### src/rtl/rf_access_seq_if.sv
// Bundle between the register-file access sequencer, its clients (decode read port and
// write-back port) and the register bank. The sequencer takes the slave view.
interface rf_access_seq_if #(
  parameter int unsigned DATA_W = 32,
  parameter int unsigned ADDR_W = 5
);
  logic              rd_req_valid;
  logic              rd_req_ready;
  logic [ADDR_W-1:0] rd_rs0;
  logic [ADDR_W-1:0] rd_rs1;
  logic              rd_rsp_valid;
  logic [DATA_W-1:0] rd_rsp_data0;
  logic [DATA_W-1:0] rd_rsp_data1;
  logic              wb_valid;
  logic              wb_ready;
  logic [ADDR_W-1:0] wb_rd;
  logic [DATA_W-1:0] wb_data;
  logic [ADDR_W-1:0] wbq_count;
  logic              bank_csbar;
  logic              bank_rdwrbar;
  logic [ADDR_W-1:0] bank_sel_src0;
  logic [ADDR_W-1:0] bank_sel_src1;
  logic [ADDR_W-1:0] bank_sel_dst;
  logic [DATA_W-1:0] bank_wdata;
  logic [DATA_W-1:0] bank_src0;
  logic [DATA_W-1:0] bank_src1;

  modport slave (
    input  rd_req_valid, rd_rs0, rd_rs1, wb_valid, wb_rd, wb_data, bank_src0, bank_src1,
    output rd_req_ready, rd_rsp_valid, rd_rsp_data0, rd_rsp_data1, wb_ready, wbq_count,
           bank_csbar, bank_rdwrbar, bank_sel_src0, bank_sel_src1, bank_sel_dst, bank_wdata
  );

  modport master (
    output rd_req_valid, rd_rs0, rd_rs1, wb_valid, wb_rd, wb_data, bank_src0, bank_src1,
    input  rd_req_ready, rd_rsp_valid, rd_rsp_data0, rd_rsp_data1, wb_ready, wbq_count,
           bank_csbar, bank_rdwrbar, bank_sel_src0, bank_sel_src1, bank_sel_dst, bank_wdata
  );
endinterface

### src/rtl/rf_access_seq.sv
// Register-file access sequencer: arbitrates one bank operation per cycle between operand
// reads and queued write-backs, returning both operands one cycle after issue.
// Optional macro RF_BYPASS_EN: forward pending queue data to reads; otherwise reads that
// hit a pending write are interlocked until the queue has drained past them.
module rf_access_seq #(
  parameter int unsigned DATA_W    = 32,
  parameter int unsigned ADDR_W    = 5,
  parameter int unsigned WBQ_DEPTH = 4
) (
  input logic            clk,
  input logic            rst,
  rf_access_seq_if.slave bus
);
  localparam int unsigned IdxW = $clog2(WBQ_DEPTH);
  localparam int unsigned PtrW = IdxW + 1;

  typedef enum logic [1:0] {OpNop, OpRd, OpWr} op_e;
  op_e op;

  logic [ADDR_W-1:0]    q_rd   [WBQ_DEPTH];
  logic [DATA_W-1:0]    q_data [WBQ_DEPTH];
  logic [PtrW-1:0]      wr_ptr_q, rd_ptr_q, count;
  logic [IdxW-1:0]      wr_idx, rd_idx;
  logic                 full, empty, enq, hazard, rd_ready, wb_rdy;
  logic [WBQ_DEPTH-1:0] match0, match1;  // bit k = entry of age k (0 = oldest)
  logic                 rsp_valid_q, zero0_q, zero1_q;

  assign wr_idx = wr_ptr_q[IdxW-1:0];
  assign rd_idx = rd_ptr_q[IdxW-1:0];
  assign count  = wr_ptr_q - rd_ptr_q;
  assign full   = (wr_ptr_q[IdxW] != rd_ptr_q[IdxW]) && (wr_idx == rd_idx);
  assign empty  = (wr_ptr_q == rd_ptr_q);
  // x0 write-backs are acknowledged but never queued.
  assign enq    = bus.wb_valid && wb_rdy && (bus.wb_rd != '0);

  // Compare both read indices against every live queue entry, oldest first.
  always_comb begin
    match0 = '0;
    match1 = '0;
    for (int k = 0; k < WBQ_DEPTH; k++) begin
      if (PtrW'(k) < count) begin
        match0[k] = (q_rd[rd_idx + IdxW'(k)] == bus.rd_rs0);
        match1[k] = (q_rd[rd_idx + IdxW'(k)] == bus.rd_rs1);
      end
    end
  end

`ifdef RF_BYPASS_EN
  logic              hit0, hit1, byp_hit0_q, byp_hit1_q;
  logic [DATA_W-1:0] fwd0, fwd1, byp_data0_q, byp_data1_q;

  // Younger matches overwrite older ones, leaving the youngest pending value.
  always_comb begin
    hit0 = 1'b0;
    hit1 = 1'b0;
    fwd0 = '0;
    fwd1 = '0;
    for (int k = 0; k < WBQ_DEPTH; k++) begin
      if (match0[k]) begin
        hit0 = 1'b1;
        fwd0 = q_data[rd_idx + IdxW'(k)];
      end
      if (match1[k]) begin
        hit1 = 1'b1;
        fwd1 = q_data[rd_idx + IdxW'(k)];
      end
    end
  end

  assign hazard = 1'b0;

  // Capture forwarded operands at issue.
  always_ff @(posedge clk) begin
    if (rst) begin
      byp_hit0_q  <= 1'b0;
      byp_hit1_q  <= 1'b0;
      byp_data0_q <= '0;
      byp_data1_q <= '0;
    end else if (op == OpRd) begin
      byp_hit0_q  <= hit0;
      byp_hit1_q  <= hit1;
      byp_data0_q <= fwd0;
      byp_data1_q <= fwd1;
    end
  end
`else
  assign hazard = ((bus.rd_rs0 != '0) && (|match0)) || ((bus.rd_rs1 != '0) && (|match1));
`endif

  // Arbitration: full queue forces a write, then reads, then draining, else idle.
  always_comb begin
    op       = OpNop;
    rd_ready = 1'b0;
    wb_rdy   = 1'b0;
    if (!rst) begin
      wb_rdy = !full;
      if (full) begin
        op = OpWr;
      end else begin
        rd_ready = !hazard;
        if (bus.rd_req_valid && !hazard) begin
          op = OpRd;
        end else if (!empty) begin
          op = OpWr;
        end
      end
    end
  end

  assign bus.rd_req_ready = rd_ready;
  assign bus.wb_ready     = wb_rdy;
  assign bus.wbq_count    = ADDR_W'(count);

  // Drive the bank for the selected operation.
  always_comb begin
    bus.bank_csbar    = 1'b1;
    bus.bank_rdwrbar  = 1'b1;
    bus.bank_sel_src0 = '0;
    bus.bank_sel_src1 = '0;
    bus.bank_sel_dst  = '0;
    bus.bank_wdata    = '0;
    unique case (op)
      OpRd: begin
        bus.bank_csbar    = 1'b0;
        bus.bank_sel_src0 = bus.rd_rs0;
        bus.bank_sel_src1 = bus.rd_rs1;
      end
      OpWr: begin
        bus.bank_csbar   = 1'b0;
        bus.bank_rdwrbar = 1'b0;
        bus.bank_sel_dst = q_rd[rd_idx];
        bus.bank_wdata   = q_data[rd_idx];
      end
      default: ;
    endcase
  end

  // Queue pointers and response tracking.
  always_ff @(posedge clk) begin
    if (rst) begin
      wr_ptr_q    <= '0;
      rd_ptr_q    <= '0;
      rsp_valid_q <= 1'b0;
      zero0_q     <= 1'b0;
      zero1_q     <= 1'b0;
    end else begin
      if (enq) wr_ptr_q <= wr_ptr_q + PtrW'(1);
      if (op == OpWr) rd_ptr_q <= rd_ptr_q + PtrW'(1);
      rsp_valid_q <= (op == OpRd);
      if (op == OpRd) begin
        zero0_q <= (bus.rd_rs0 == '0);
        zero1_q <= (bus.rd_rs1 == '0);
      end
    end
  end

  // Queue storage needs no reset; pointers define which entries are live.
  always_ff @(posedge clk) begin
    if (enq) begin
      q_rd[wr_idx]   <= bus.wb_rd;
      q_data[wr_idx] <= bus.wb_data;
    end
  end

  // A response landing in a reset cycle is suppressed.
  assign bus.rd_rsp_valid = rsp_valid_q && !rst;

  // Select operand source: zero for x0, forwarded data, or the bank.
  always_comb begin
    bus.rd_rsp_data0 = '0;
    bus.rd_rsp_data1 = '0;
    if (rsp_valid_q && !rst) begin
`ifdef RF_BYPASS_EN
      if (!zero0_q) bus.rd_rsp_data0 = byp_hit0_q ? byp_data0_q : bus.bank_src0;
      if (!zero1_q) bus.rd_rsp_data1 = byp_hit1_q ? byp_data1_q : bus.bank_src1;
`else
      if (!zero0_q) bus.rd_rsp_data0 = bus.bank_src0;
      if (!zero1_q) bus.rd_rsp_data1 = bus.bank_src1;
`endif
    end
  end
endmodule
### src/flat_wrapper.sv
// flat-port wrapper written by rule: the top's interface ports become plain ports
module rf_access_seq_flat 
#(
  parameter int unsigned DATA_W    = 32,
  parameter int unsigned ADDR_W    = 5,
  parameter int unsigned WBQ_DEPTH = 4
)
  (clk, rst, bus_rd_req_valid, bus_rd_rs0, bus_rd_rs1, bus_wb_valid, bus_wb_rd, bus_wb_data, bus_bank_src0, bus_bank_src1, bus_rd_req_ready, bus_rd_rsp_valid, bus_rd_rsp_data0, bus_rd_rsp_data1, bus_wb_ready, bus_wbq_count, bus_bank_csbar, bus_bank_rdwrbar, bus_bank_sel_src0, bus_bank_sel_src1, bus_bank_sel_dst, bus_bank_wdata);
  rf_access_seq_if #(.DATA_W(DATA_W), .ADDR_W(ADDR_W)) bus_i ();
  input logic clk;
  input logic rst;
  input wire logic [$bits(bus_i.rd_req_valid)-1:0] bus_rd_req_valid;
  input wire logic [$bits(bus_i.rd_rs0)-1:0] bus_rd_rs0;
  input wire logic [$bits(bus_i.rd_rs1)-1:0] bus_rd_rs1;
  input wire logic [$bits(bus_i.wb_valid)-1:0] bus_wb_valid;
  input wire logic [$bits(bus_i.wb_rd)-1:0] bus_wb_rd;
  input wire logic [$bits(bus_i.wb_data)-1:0] bus_wb_data;
  input wire logic [$bits(bus_i.bank_src0)-1:0] bus_bank_src0;
  input wire logic [$bits(bus_i.bank_src1)-1:0] bus_bank_src1;
  output wire logic [$bits(bus_i.rd_req_ready)-1:0] bus_rd_req_ready;
  output wire logic [$bits(bus_i.rd_rsp_valid)-1:0] bus_rd_rsp_valid;
  output wire logic [$bits(bus_i.rd_rsp_data0)-1:0] bus_rd_rsp_data0;
  output wire logic [$bits(bus_i.rd_rsp_data1)-1:0] bus_rd_rsp_data1;
  output wire logic [$bits(bus_i.wb_ready)-1:0] bus_wb_ready;
  output wire logic [$bits(bus_i.wbq_count)-1:0] bus_wbq_count;
  output wire logic [$bits(bus_i.bank_csbar)-1:0] bus_bank_csbar;
  output wire logic [$bits(bus_i.bank_rdwrbar)-1:0] bus_bank_rdwrbar;
  output wire logic [$bits(bus_i.bank_sel_src0)-1:0] bus_bank_sel_src0;
  output wire logic [$bits(bus_i.bank_sel_src1)-1:0] bus_bank_sel_src1;
  output wire logic [$bits(bus_i.bank_sel_dst)-1:0] bus_bank_sel_dst;
  output wire logic [$bits(bus_i.bank_wdata)-1:0] bus_bank_wdata;
  assign bus_i.rd_req_valid = bus_rd_req_valid;
  assign bus_i.rd_rs0 = bus_rd_rs0;
  assign bus_i.rd_rs1 = bus_rd_rs1;
  assign bus_i.wb_valid = bus_wb_valid;
  assign bus_i.wb_rd = bus_wb_rd;
  assign bus_i.wb_data = bus_wb_data;
  assign bus_i.bank_src0 = bus_bank_src0;
  assign bus_i.bank_src1 = bus_bank_src1;
  assign bus_rd_req_ready = bus_i.rd_req_ready;
  assign bus_rd_rsp_valid = bus_i.rd_rsp_valid;
  assign bus_rd_rsp_data0 = bus_i.rd_rsp_data0;
  assign bus_rd_rsp_data1 = bus_i.rd_rsp_data1;
  assign bus_wb_ready = bus_i.wb_ready;
  assign bus_wbq_count = bus_i.wbq_count;
  assign bus_bank_csbar = bus_i.bank_csbar;
  assign bus_bank_rdwrbar = bus_i.bank_rdwrbar;
  assign bus_bank_sel_src0 = bus_i.bank_sel_src0;
  assign bus_bank_sel_src1 = bus_i.bank_sel_src1;
  assign bus_bank_sel_dst = bus_i.bank_sel_dst;
  assign bus_bank_wdata = bus_i.bank_wdata;
  rf_access_seq #(.DATA_W(DATA_W), .ADDR_W(ADDR_W), .WBQ_DEPTH(WBQ_DEPTH)) u_core (.clk(clk), .rst(rst), .bus(bus_i));
endmodule
### config.mk
export PLATFORM = sky130hd
export DESIGN_NAME = rf_access_seq_flat
export DESIGN_NICKNAME = d
export VERILOG_FILES = /design/src/rtl/rf_access_seq_if.sv /design/src/rtl/rf_access_seq.sv /design/src/flat_wrapper.sv
export SDC_FILE = /design/constraint.sdc
export NUM_CORES = 1
export LEC_CHECK = 0
export CORE_MARGIN = 2
export CORE_UTILIZATION = 47
export DETAILED_ROUTE_END_ITERATION = 12
export PLACE_DENSITY = 0.8
export SLEW_MARGIN = 20
export SYNTH_ARGS = -nofsm -noshare
export SYNTH_HDL_FRONTEND = slang
export SYNTH_SLANG_ARGS = --single-unit
export TNS_END_PERCENT = 5
### constraint.sdc
create_clock -name clk -period 4.8 [get_ports clk]
set_input_delay 0.96 -clock clk [delete_from_list [all_inputs] [get_ports clk]]
set_output_delay 0.96 -clock clk [all_outputs]
set_load 0.05 [all_outputs]
==> out/metrics.csv, run 1 <==
stage;metric;value;unit
status;status;finished, final reports clean;
clock_tree;H-tree depth;4;
power_and_ir_drop;VDD IR max;0.224;mV
yosys;Seq/Total Area, Yosys;0.605;
global_routing;vias in the first global route;5446;
power_and_ir_drop;P per Cell Area;308;nW/um2
setup_path;WP data arrival;3730;ps
global_routing;initial antenna violation count;1;
global_routing;met1 GRT Util;0.284;
floorplan;Die Width;132;um
sta;clk_skew;11.0;ps
layout;commonest non-fill, non-tap cell in the layout;edfxtp_1;
placement;DP HPWL;15.6;mm
setup_path;Setup crit start kind;register;
layout;area delta synth->final;53.9;%
clock_tree;CTS Buf Count;17;
global_routing;grt peak-use layer;met2;
route;number of routed nets with antenna violations;0;
setup_path;CP max FO;15;
clock_tree;Sink Count;159;
setup_path;Crit Path Class;register to output pin;
layout;post-layout util;0.744;
route;via density per instance;5.36;
global_routing;met3 usage;0.0569;
global_routing;global-route wire length before repair;32.5;mm
global_routing;GR Layer Usage met2;0.448;
sta;Final Hold Fails;0;
placement;Setup WS pre-CTS;134;ps
layout;fill count;969;
route;DRC Markers;0;
clock_tree;clock-pin transition on the worst setup and hold timing paths;70;ps
setup_path;WP data required;3840;ps
placement;GPL Wtd Cong;1.04;
sta;max-slew violations;0;
sta;fin worst setup slack;107;ps
clock_tree;clk buf depth;2;
route;Pre-antenna DRT Iters;5;
route;initial drt markers;417;
global_routing;grt total ovfl;0;
clock_tree;CTS tree;yes;
clock_tree;Clock Latency Late Sink;410;ps
layout;commonest cells after routing, fill and taps aside;edfxtp_1 (148), clkdlybuf4s50_1 (119), buf_12 (103), and2_1 (102), mux4_2 (52);
sta;Slew HR;0.316;
sta;Final period util;0.978;
sta;f_max;213;MHz
job;MaxCap Viol Count;0;
worst_hold_path;Hold WC Path Type;register to register;
floorplan;Cell Rows;46;
floorplan;area of the core;15900;um2
yosys;Mapped Area;7700;um2
yosys;post-synthesis sequential element count;159;
floorplan;I/O pin count;236;
clock_tree;Clock Tree Root;clkbuf_16;
global_routing;GRT Total Usage;0.247;
global_routing;largest net degree at the start of global routing;39;
route;final wirelength;21.2;mm
sta;RSZ-0062 raised after global routing;yes;
sta;crit path time final;4690;ps
placement;PortBufs;233;
layout;Final #Nets;848;
sta;endpoints failing setup;0;
floorplan;initial core utilization;0.483;
route;wire length per cell;22.3;um
yosys;post-synth cell types;35;
floorplan;die area;17400;um2
yosys;Avg Cell Area, Syn;15.7;um2
layout;share of cells above drive strength 1;0.323;
power_and_ir_drop;leakage power figure;4.16;nW
setup_path;Crit. End Element;output pin;
yosys;Synth Warn #;0;
floorplan;Die H;132;um
route;routed via count;5098;
yosys;Synth Instances;490;
sta;worst slew pin tran;1030;ps
worst max-delay path, cell delays in order (launching register included):
cell	delay, ps
dfxtp_2	360
inv_1	80
ha_1	210
fa_1	430
xnor3_2	280
inv_1	70
a21oi_2	190
nor3_1	100
nor4_2	310
o22ai_2	170
or3_4	400
ha_2	220
buf_6	160
and2_1	180
buf_12	150
timing repair:
item	in CTS	in global routing
pin swaps	1	3
resized for setup	5	17
buffers inserted	1	3
setup endpoints to repair	48	43
hold buffers	0	0
cloned	0	0
registers in the layout, summed over array words and instances (netlist names), named ones only:
signal,flops
u_core.wr_ptr_q,3
u_core.q_rd,20
u_core.rsp_valid_q,1
u_core.zero0_q,1
u_core.rd_ptr_q,3
u_core.zero1_q,1
u_core.q_data,128
layer usage:
layer	vias to the layer above	wire length [um]
li1	2277	-
met1	2559	7690
met2	237	11700
met3	25	1290
met4	0	573
met5	-	0
synth_stat cells:
master	instances	share of area
nor2b_1	1	0.00081
nor3_1	8	0.0052
or3_1	1	0.00081
nand2_1	4	0.0019
inv_1	10	0.0049
mux2i_1	5	0.0065
clkbuf_1	25	0.012
fa_1	1	0.0026
and2_1	115	0.093
xnor2_1	31	0.035
clkbuf_2	1	0.00065
mux4_2	52	0.15
o21a_1	1	0.00097
edfxtp_1	148	0.58
xnor3_1	1	0.0029
nor4_2	2	0.0032
o21ai_0	2	0.0013
ha_1	11	0.018
o21bai_1	1	0.00097
o22ai_2	1	0.0016
buf_6	4	0.0058
conb_1	1	0.00049
nor2_1	16	0.0078
a31oi_1	1	0.00081
nand4_1	7	0.0057
a21oi_1	1	0.00065
xor2_1	15	0.017
nand2b_1	1	0.00081
nor4_1	1	0.00081
buf_4	2	0.0019
buf_2	4	0.0026
and3_4	1	0.0015
or4_1	3	0.0029
dfxtp_1	11	0.029
nand3_1	1	0.00065
cell families after synthesis:
kind of cell | count (synthesis) | synth area share
other | 1 | 0.000487
flip-flops | 159 | 0.605
multiplexers | 57 | 0.158
adder cells (fa/ha/maj) | 12 | 0.0205
buffers and inverters | 46 | 0.0281
AND/OR/NAND/NOR | 161 | 0.126
AO/OA/AOI/OAI | 7 | 0.00633
XOR/XNOR | 47 | 0.0552
where the power goes:
part	switching (mW)	internal, mW	leakage (nW)
clock	0.555	0.679	0.274
combinational	0.435	0.416	2.45
sequential	0.0178	1.55	1.43
worst paths after layout:
path,startpoint,endpoint,slack (ps),depth (start not counted)
hold / removal,u_core.zero1_q$_SDFFE_PP0N_,u_core.zero1_q$_SDFFE_PP0N_,540,2
setup reg to reg,u_core.wr_ptr_q[0]$_SDFFE_PP0P_,u_core.rd_ptr_q[2]$_SDFFE_PP0N_,1400,15
hold reg to reg,u_core.zero1_q$_SDFFE_PP0N_,u_core.zero1_q$_SDFFE_PP0N_,540,2
setup / recovery,u_core.wr_ptr_q[0]$_SDFFE_PP0P_,bus_bank_wdata[23],110,14
layout make-up:
type | instances | area [um2] | share of cell area
Clock buffer | 17 | 425 | 0.0359
Clock inverter | 15 | 121 | 0.0102
Antenna cell | 1 | 2.50 | 0.000211
Inverter | 10 | 37.5 | 0.00317
Multi-Input combinational cell | 286 | 2880 | 0.243
Timing Repair Buffer | 247 | 3450 | 0.291
Sequential cell | 159 | 4670 | 0.394
Tap cell | 216 | 270 | 0.0228
per-stage QoR:
step	hold WS (ps)	total power [mW]	instance area (um2)	TNS, ps	instances
3_5_place_dp	517	2.42	11200	0	914
6_report	535	3.65	11900	0	951
5_1_grt	546	3.77	11900	-674	951
2_1_floorplan	461	2.06	7710	0	491
3_3_place_gp	488	2.40	11200	0	914
4_1_cts	533	3.66	11800	0	947
No activity file was read; power rests on OpenSTA's default activity.
==> inputs of run 2 (changes only) <==
- RECOVER_POWER: default -> 50
==> run 2 against run 1 <==
The flow now finishes with violations (capacitance limit, slew limit). Via count is 0.29% higher. Core utilization hardly changed. Register-to-register slack worse by 190 ps. Design area hardly changed. Largest cell class unchanged. Largest power group unchanged.
==> out/metrics.csv, run 2 (synthesis gave the netlist of run 1 again) <==
stage;metric;value;unit
floorplan;Die H;132;um
setup_path;Slowest cell on crit path;fa_1;
sta;setup TNS;0;ps
floorplan;area of the core;15900;um2
job;MaxCap Viol Count;2;
clock_tree;Clock Latency Late Sink;410;ps
floorplan;initial core utilization;0.483;
route;final wirelength;21.2;mm
global_routing;grt total ovfl;0;
route;routed via count;5113;
global_routing;vias in the first global route;5446;
power_and_ir_drop;VDD IR max;0.224;mV
setup_path;crit-path most repeated cell;inv_1;
placement;GPL Wtd Cong;1.04;
layout;area delta synth->final;53.8;%
clock_tree;CTS Buf Count;17;
clock_tree;CTS tree;yes;
power_and_ir_drop;leakage power figure;4.17;nW
setup_path;WP data arrival;3730;ps
placement;DP HPWL;15.6;mm
layout;commonest cells after routing, fill and taps aside;edfxtp_1 (148), and2_1 (104), buf_12 (103), clkdlybuf4s50_1 (81), mux4_2 (52);
floorplan;Die Width;132;um
setup_path;CP Cell Sequence;inv_1, ha_1, fa_1, xnor3_2, inv_1, a21oi_2, nor3_1, nor4_2, o22ai_2, or3_4, ha_2, buf_6, and2_1, buf_12;
global_routing;GRT Total Usage;0.247;
setup_path;critical path's top delay family;simple AND/OR/NAND/NOR gates;
layout;Final #Nets;848;
global_routing;global-route wire length before repair;32.5;mm
placement;Setup WS pre-CTS;134;ps
setup_path;Crit Path Class;register to output pin;
sta;max-slew violations;77;
floorplan;die area;17400;um2
layout;fill count;969;
setup_path;Crit. End Element;output pin;
setup_path;WP data required;3840;ps
placement;PortBufs;233;
layout;multi-input logic area;2880;um2
status;failing checks;capacitance limit, slew limit;
route;Pre-antenna DRT Iters;5;
sta;endpoints failing setup;0;
route;initial drt markers;441;
sta;RSZ-0062 raised after global routing;yes;
route;number of routed nets with antenna violations;0;
setup_path;CP max FO;15;
layout;largest register by flop count;u_core.q_data;
floorplan;Cell Rows;46;
setup_path;Setup crit start kind;register;
status;status;complete, but fails checks;
layout;top flop regs;u_core.q_data (128), u_core.q_rd (20);
layout;post-layout util;0.743;
sta;fin worst setup slack;114;ps
sta;crit path time final;4690;ps
clock_tree;clk buf depth;2;
sta;Final Hold Fails;0;
floorplan;I/O pin count;236;
global_routing;largest net degree at the start of global routing;39;
layout;Final Instance Area;11900;um2
power_and_ir_drop;post-layout power;3.64;mW
clock_tree;H-tree depth;4;
sta;clk_skew;10.4;ps
layout;commonest non-fill, non-tap cell in the layout;edfxtp_1;
clock_tree;clock-pin transition on the worst setup and hold timing paths;70;ps
layout;max reg flops;128;
route;wire length per cell;22.3;um
clock_tree;Sink Count;159;
setup_path;CP max stage delay;430;ps
sta;worst slew pin tran;2010;ps
sta;Final period util;0.976;
worst_hold_path;Hold WC Path Type;register to register;
route;via density per instance;5.38;
layout;share of cells above drive strength 1;0.320;
setup_path;Buf/Inv on CP;4;
power_and_ir_drop;P per Cell Area;307;nW/um2
placement;placed cell areas;11200;um2
layout;FF/Latch Area;4670;um2
global_routing;initial antenna violation count;1;
clock_tree;Clock Tree Root;clkbuf_16;
sta;f_max;213;MHz
route;DRC Markers;0;
sta;Slew HR;-0.340;
[run 2: cell count changes in the layout (fill, tap and decap cells not counted), sizes merged]
| cell | change |
|---|---|
| dlygate4sd3 | +38 |
| clkdlybuf4s50 | -38 |
[run 2: report_power, final]
part	internal, mW	switching, mW	total, mW
sequential	1.55	0.0178	1.57
clock	0.679	0.554	1.23
combinational	0.409	0.434	0.842
[run 2: timing repair]
action                                  in CTS  in global routing
endpoints found under the hold margin        0                  0
endpoints found under the setup margin      48                 43
setup buffers                                1                  3
hold buffers                                 0                  0
pin swaps                                    1                  3
resized for setup                            5                 17
[run 2: worst paths after layout]
| kind | from | endpoint | slack (ps) | cells after the start |
|---|---|---|---|---|
| worst min register to register | u_core.zero1_q$_SDFFE_PP0N_ | u_core.zero1_q$_SDFFE_PP0N_ | 540 | 2 |
| worst max-delay path | u_core.wr_ptr_q[0]$_SDFFE_PP0P_ | bus_bank_wdata[23] | 110 | 14 |
| worst max register to register | u_core.rd_ptr_q[1]$_SDFFE_PP0N_ | u_core.q_data[3][1]$_DFFE_PP_ | 1210 | 7 |
| worst min-delay path | u_core.zero1_q$_SDFFE_PP0N_ | u_core.zero1_q$_SDFFE_PP0N_ | 540 | 2 |
[run 2: metrics by stage]
step | hold slack (ps) | instances
floorplan | 461 | 491
global placement | 488 | 914
detailed placement | 517 | 914
CTS | 533 | 947
global route | 546 | 951
finish | 537 | 951
[run 2: cell type report]
class	instances	share of cell area
multi-input combinational	286	0.243
sequential	159	0.394
inverter	10	0.00317
tap	216	0.0228
timing repair buffer	247	0.291
antenna	1	0.000211
clock buffer	17	0.0359
clock inverter	15	0.0102
[run 2: layer usage]
| layer | share of wire | vias up | GRT usage |
|---|---|---|---|
| met4 | 0.027 | 0 | 0.0948 |
| met2 | 0.55 | 266 | 0.448 |
| met1 | 0.36 | 2541 | 0.284 |
| li1 | - | 2279 | - |
| met5 | 0 | - | 0 |
| met3 | 0.066 | 27 | 0.0569 |
[run 2: worst reg2reg max path: stages, from the launching register on]
cell and delay [ps]:
dfxtp_1 380, buf_4 220, inv_1 60, ha_1 310, nand2_1 90, o21bai_1 170
nor2_1 370, and2_1 1540
==> inputs of run 3 (changes only) <==
- CAP_MARGIN: default -> 10
- GPL_TIMING_DRIVEN: default -> 0
==> run 3 against run 2 <==
The run still ends with capacitance limit, slew limit left. Largest power group unchanged. Maximum frequency down 0.19%. Sequential share of layout area increased by 3.5 points. Global-route usage down 0.79 points.
==> out/metrics.csv, run 3 (synthesis gave the netlist of run 1 again) <==
stage;metric;value;unit
status;status;complete, but fails checks;
status;failing checks;capacitance limit, slew limit;
sta;Slew HR;-0.0532;
sta;f_max;213;MHz
clock_tree;clock-pin transition on the worst setup and hold timing paths;60;ps
clock_tree;CTS Buf Count;17;
floorplan;initial core utilization;0.483;
power_and_ir_drop;VDD IR max;0.275;mV
clock_tree;clk buf depth;2;
route;met3 WL post-DR;1.31;mm
clock_tree;Clock Latency Late Sink;420;ps
layout;Final #Nets;863;
sta;endpoints failing setup;0;
layout;largest register by flop count;u_core.q_data;
route;DRC Markers;0;
layout;max reg flops;128;
floorplan;Cell Rows;46;
power_and_ir_drop;Sw Pwr;0.935;mW
setup_path;Crit Path Class;register to output pin;
global_routing;initial antenna violation count;5;
route;via density per instance;5.27;
layout;top flop regs;u_core.q_data (128), u_core.q_rd (20);
setup_path;WP data required;3840;ps
power_and_ir_drop;sw frac;0.258;
layout;area delta synth->final;41.3;%
layout;commonest non-fill, non-tap cell in the layout;edfxtp_1;
clock_tree;CTS tree;yes;
sta;RSZ-0062 raised after global routing;yes;
global_routing;global-route wire length before repair;31.0;mm
global_routing;vias in the first global route;5468;
setup_path;crit path launch;u_core.rd_ptr_q[0]$_SDFFE_PP0N_;
setup_path;R2R setup slack;1120;ps
floorplan;Die Width;132;um
clock_tree;hold buffers post-CTS;0;
global_routing;largest net degree at the start of global routing;24;
power_and_ir_drop;Clk pwr share;0.363;
layout;commonest cells after routing, fill and taps aside;edfxtp_1 (148), clkdlybuf4s50_1 (137), and2_1 (111), mux4_2 (52), dlygate4sd3_1 (37);
setup_path;Setup crit start kind;register;
setup_path;CP max FO;10;
setup_path;WP data arrival;3730;ps
power_and_ir_drop;Comb pwr share;0.205;
placement;GPL Wtd Cong;1.02;
placement;DP HPWL;15.3;mm
worst_hold_path;hold depth;2;
power_and_ir_drop;P per Cell Area;332;nW/um2
worst_hold_path;hold path startpoint;u_core.zero1_q$_SDFFE_PP0N_;
floorplan;area of the core;15900;um2
sta;Final period util;0.978;
power_and_ir_drop;Sequential Power Share;0.432;
setup_path;crit path to;bus_bank_wdata[25];
clock_tree;Sink Count;159;
route;final wirelength;20.5;mm
route;Pre-antenna DRT Iters;4;
floorplan;die area;17400;um2
route;uppermost layer routed;met4;
layout;share of cells above drive strength 1;0.220;
floorplan;Die H;132;um
sta;worst slew pin tran;1580;ps
setup_path;FF-to-FF End;u_core.q_data[0][8]$_DFFE_PP_;
route;met2 wire len;10.8;mm
route;number of routed nets with antenna violations;0;
setup_path;Crit. End Element;output pin;
power_and_ir_drop;post-layout power;3.62;mW
sta;Final Hold Fails;0;
floorplan;I/O pin count;236;
route;initial drt markers;205;
job;MaxCap Viol Count;1;
power_and_ir_drop;Pint;2.68;mW
global_routing;grt total ovfl;0;
sta;crit path time final;4690;ps
route;WL met1;7.30;mm
setup_path;Worst R2R Path Depth;8;
setup_path;Reg2Reg Launch Point;u_core.rd_ptr_q[1]$_SDFFE_PP0N_;
worst_hold_path;Hold WC Path Type;register to register;
global_routing;GRT Total Usage;0.239;
route;routed via count;5114;
clock_tree;H-tree depth;4;
placement;PortBufs;223;
route;wire length per cell;21.1;um
clock_tree;Clock Tree Root;clkbuf_16;
power_and_ir_drop;leakage power figure;3.75;nW
sta;clk_skew;6.44;ps
sta;max-slew violations;18;
layout;post-layout util;0.683;
==> run 3: cell types whose count changed in the layout (fill, tap and decap cells not counted), moves of 4 or more <==
cell / change
clkdlybuf4s15_2: +11
inv_6: -9
and2_1: +7
buf_2: +15
diode_2: +4
clkbuf_1: +23
buf_12: -100
clkdlybuf4s50_1: +56
and2_4: -9
buf_6: +4
==> run 3: repair_timing <==
action                     4_1_cts  5_1_grt
pin swaps                        1        0
setup endpoints to repair       50       49
gates resized for setup        224       62
setup buffers                    1        0
==> run 3: final cells by class <==
cell class | count | area (um2)
fill | 1146 | 5060
sequential | 159 | 4670
multi-input combinational | 286 | 2900
timing repair buffer | 228 | 2230
clock buffer | 20 | 437
tap | 216 | 270
buffer | 34 | 195
clock inverter | 12 | 141
inverter | 10 | 37.5
antenna | 5 | 12.5
==> run 3: worst min-delay path by stage <==
stage | endpoint | slack (ps)
floorplan | u_core.zero0_q$_SDFFE_PP0N_ | 460
global placement | u_core.zero1_q$_SDFFE_PP0N_ | 490
detailed placement | u_core.zero1_q$_SDFFE_PP0N_ | 490
CTS | u_core.zero1_q$_SDFFE_PP0N_ | 500
global route | u_core.zero1_q$_SDFFE_PP0N_ | 530
finish | u_core.zero1_q$_SDFFE_PP0N_ | 490
==> run 3: layer usage <==
layer,vias up,GRT usage
met5,-,0
met4,0,0.144
met3,53,0.0673
met2,219,0.422
met1,2534,0.255
li1,2308,-
==> run 3: power by group through the flow <==
stage | logic, mW | clock network (mW) | registers [mW]
2_1_floorplan | 0.469 | 0 | 1.59
3_3_place_gp | 0.727 | 0 | 1.59
3_5_place_dp | 0.745 | 0 | 1.59
4_1_cts | 0.740 | 1.34 | 1.56
5_1_grt | 0.788 | 1.38 | 1.56
6_report | 0.743 | 1.31 | 1.56
==> run 3: critical path, stage by stage, from the launching register on <==
cell     delay (ps)
dfxtp_2         350
ha_4            310
buf_12          140
mux4_2          530
xnor2_1         160
nand4_1          90
nor3_1           60
nor4_2          320
o22ai_2         160
or3_4           410
ha_4            220
buf_4           190
and2_1          160
buf_4           190
==> run 3: per-stage QoR <==
step                TNS [ps]  area [um2]  setup WS [ps]  instances  hold slack, ps
global placement      -23210       10200           -639        930             492
global route            -760       10900          -57.8        968             530
CTS                    -9.03       10800          -4.87        965             501
finish                     0       10900            105        970             494
floorplan                  0        7710            322        491             461
detailed placement    -27870       10300           -743        934             487
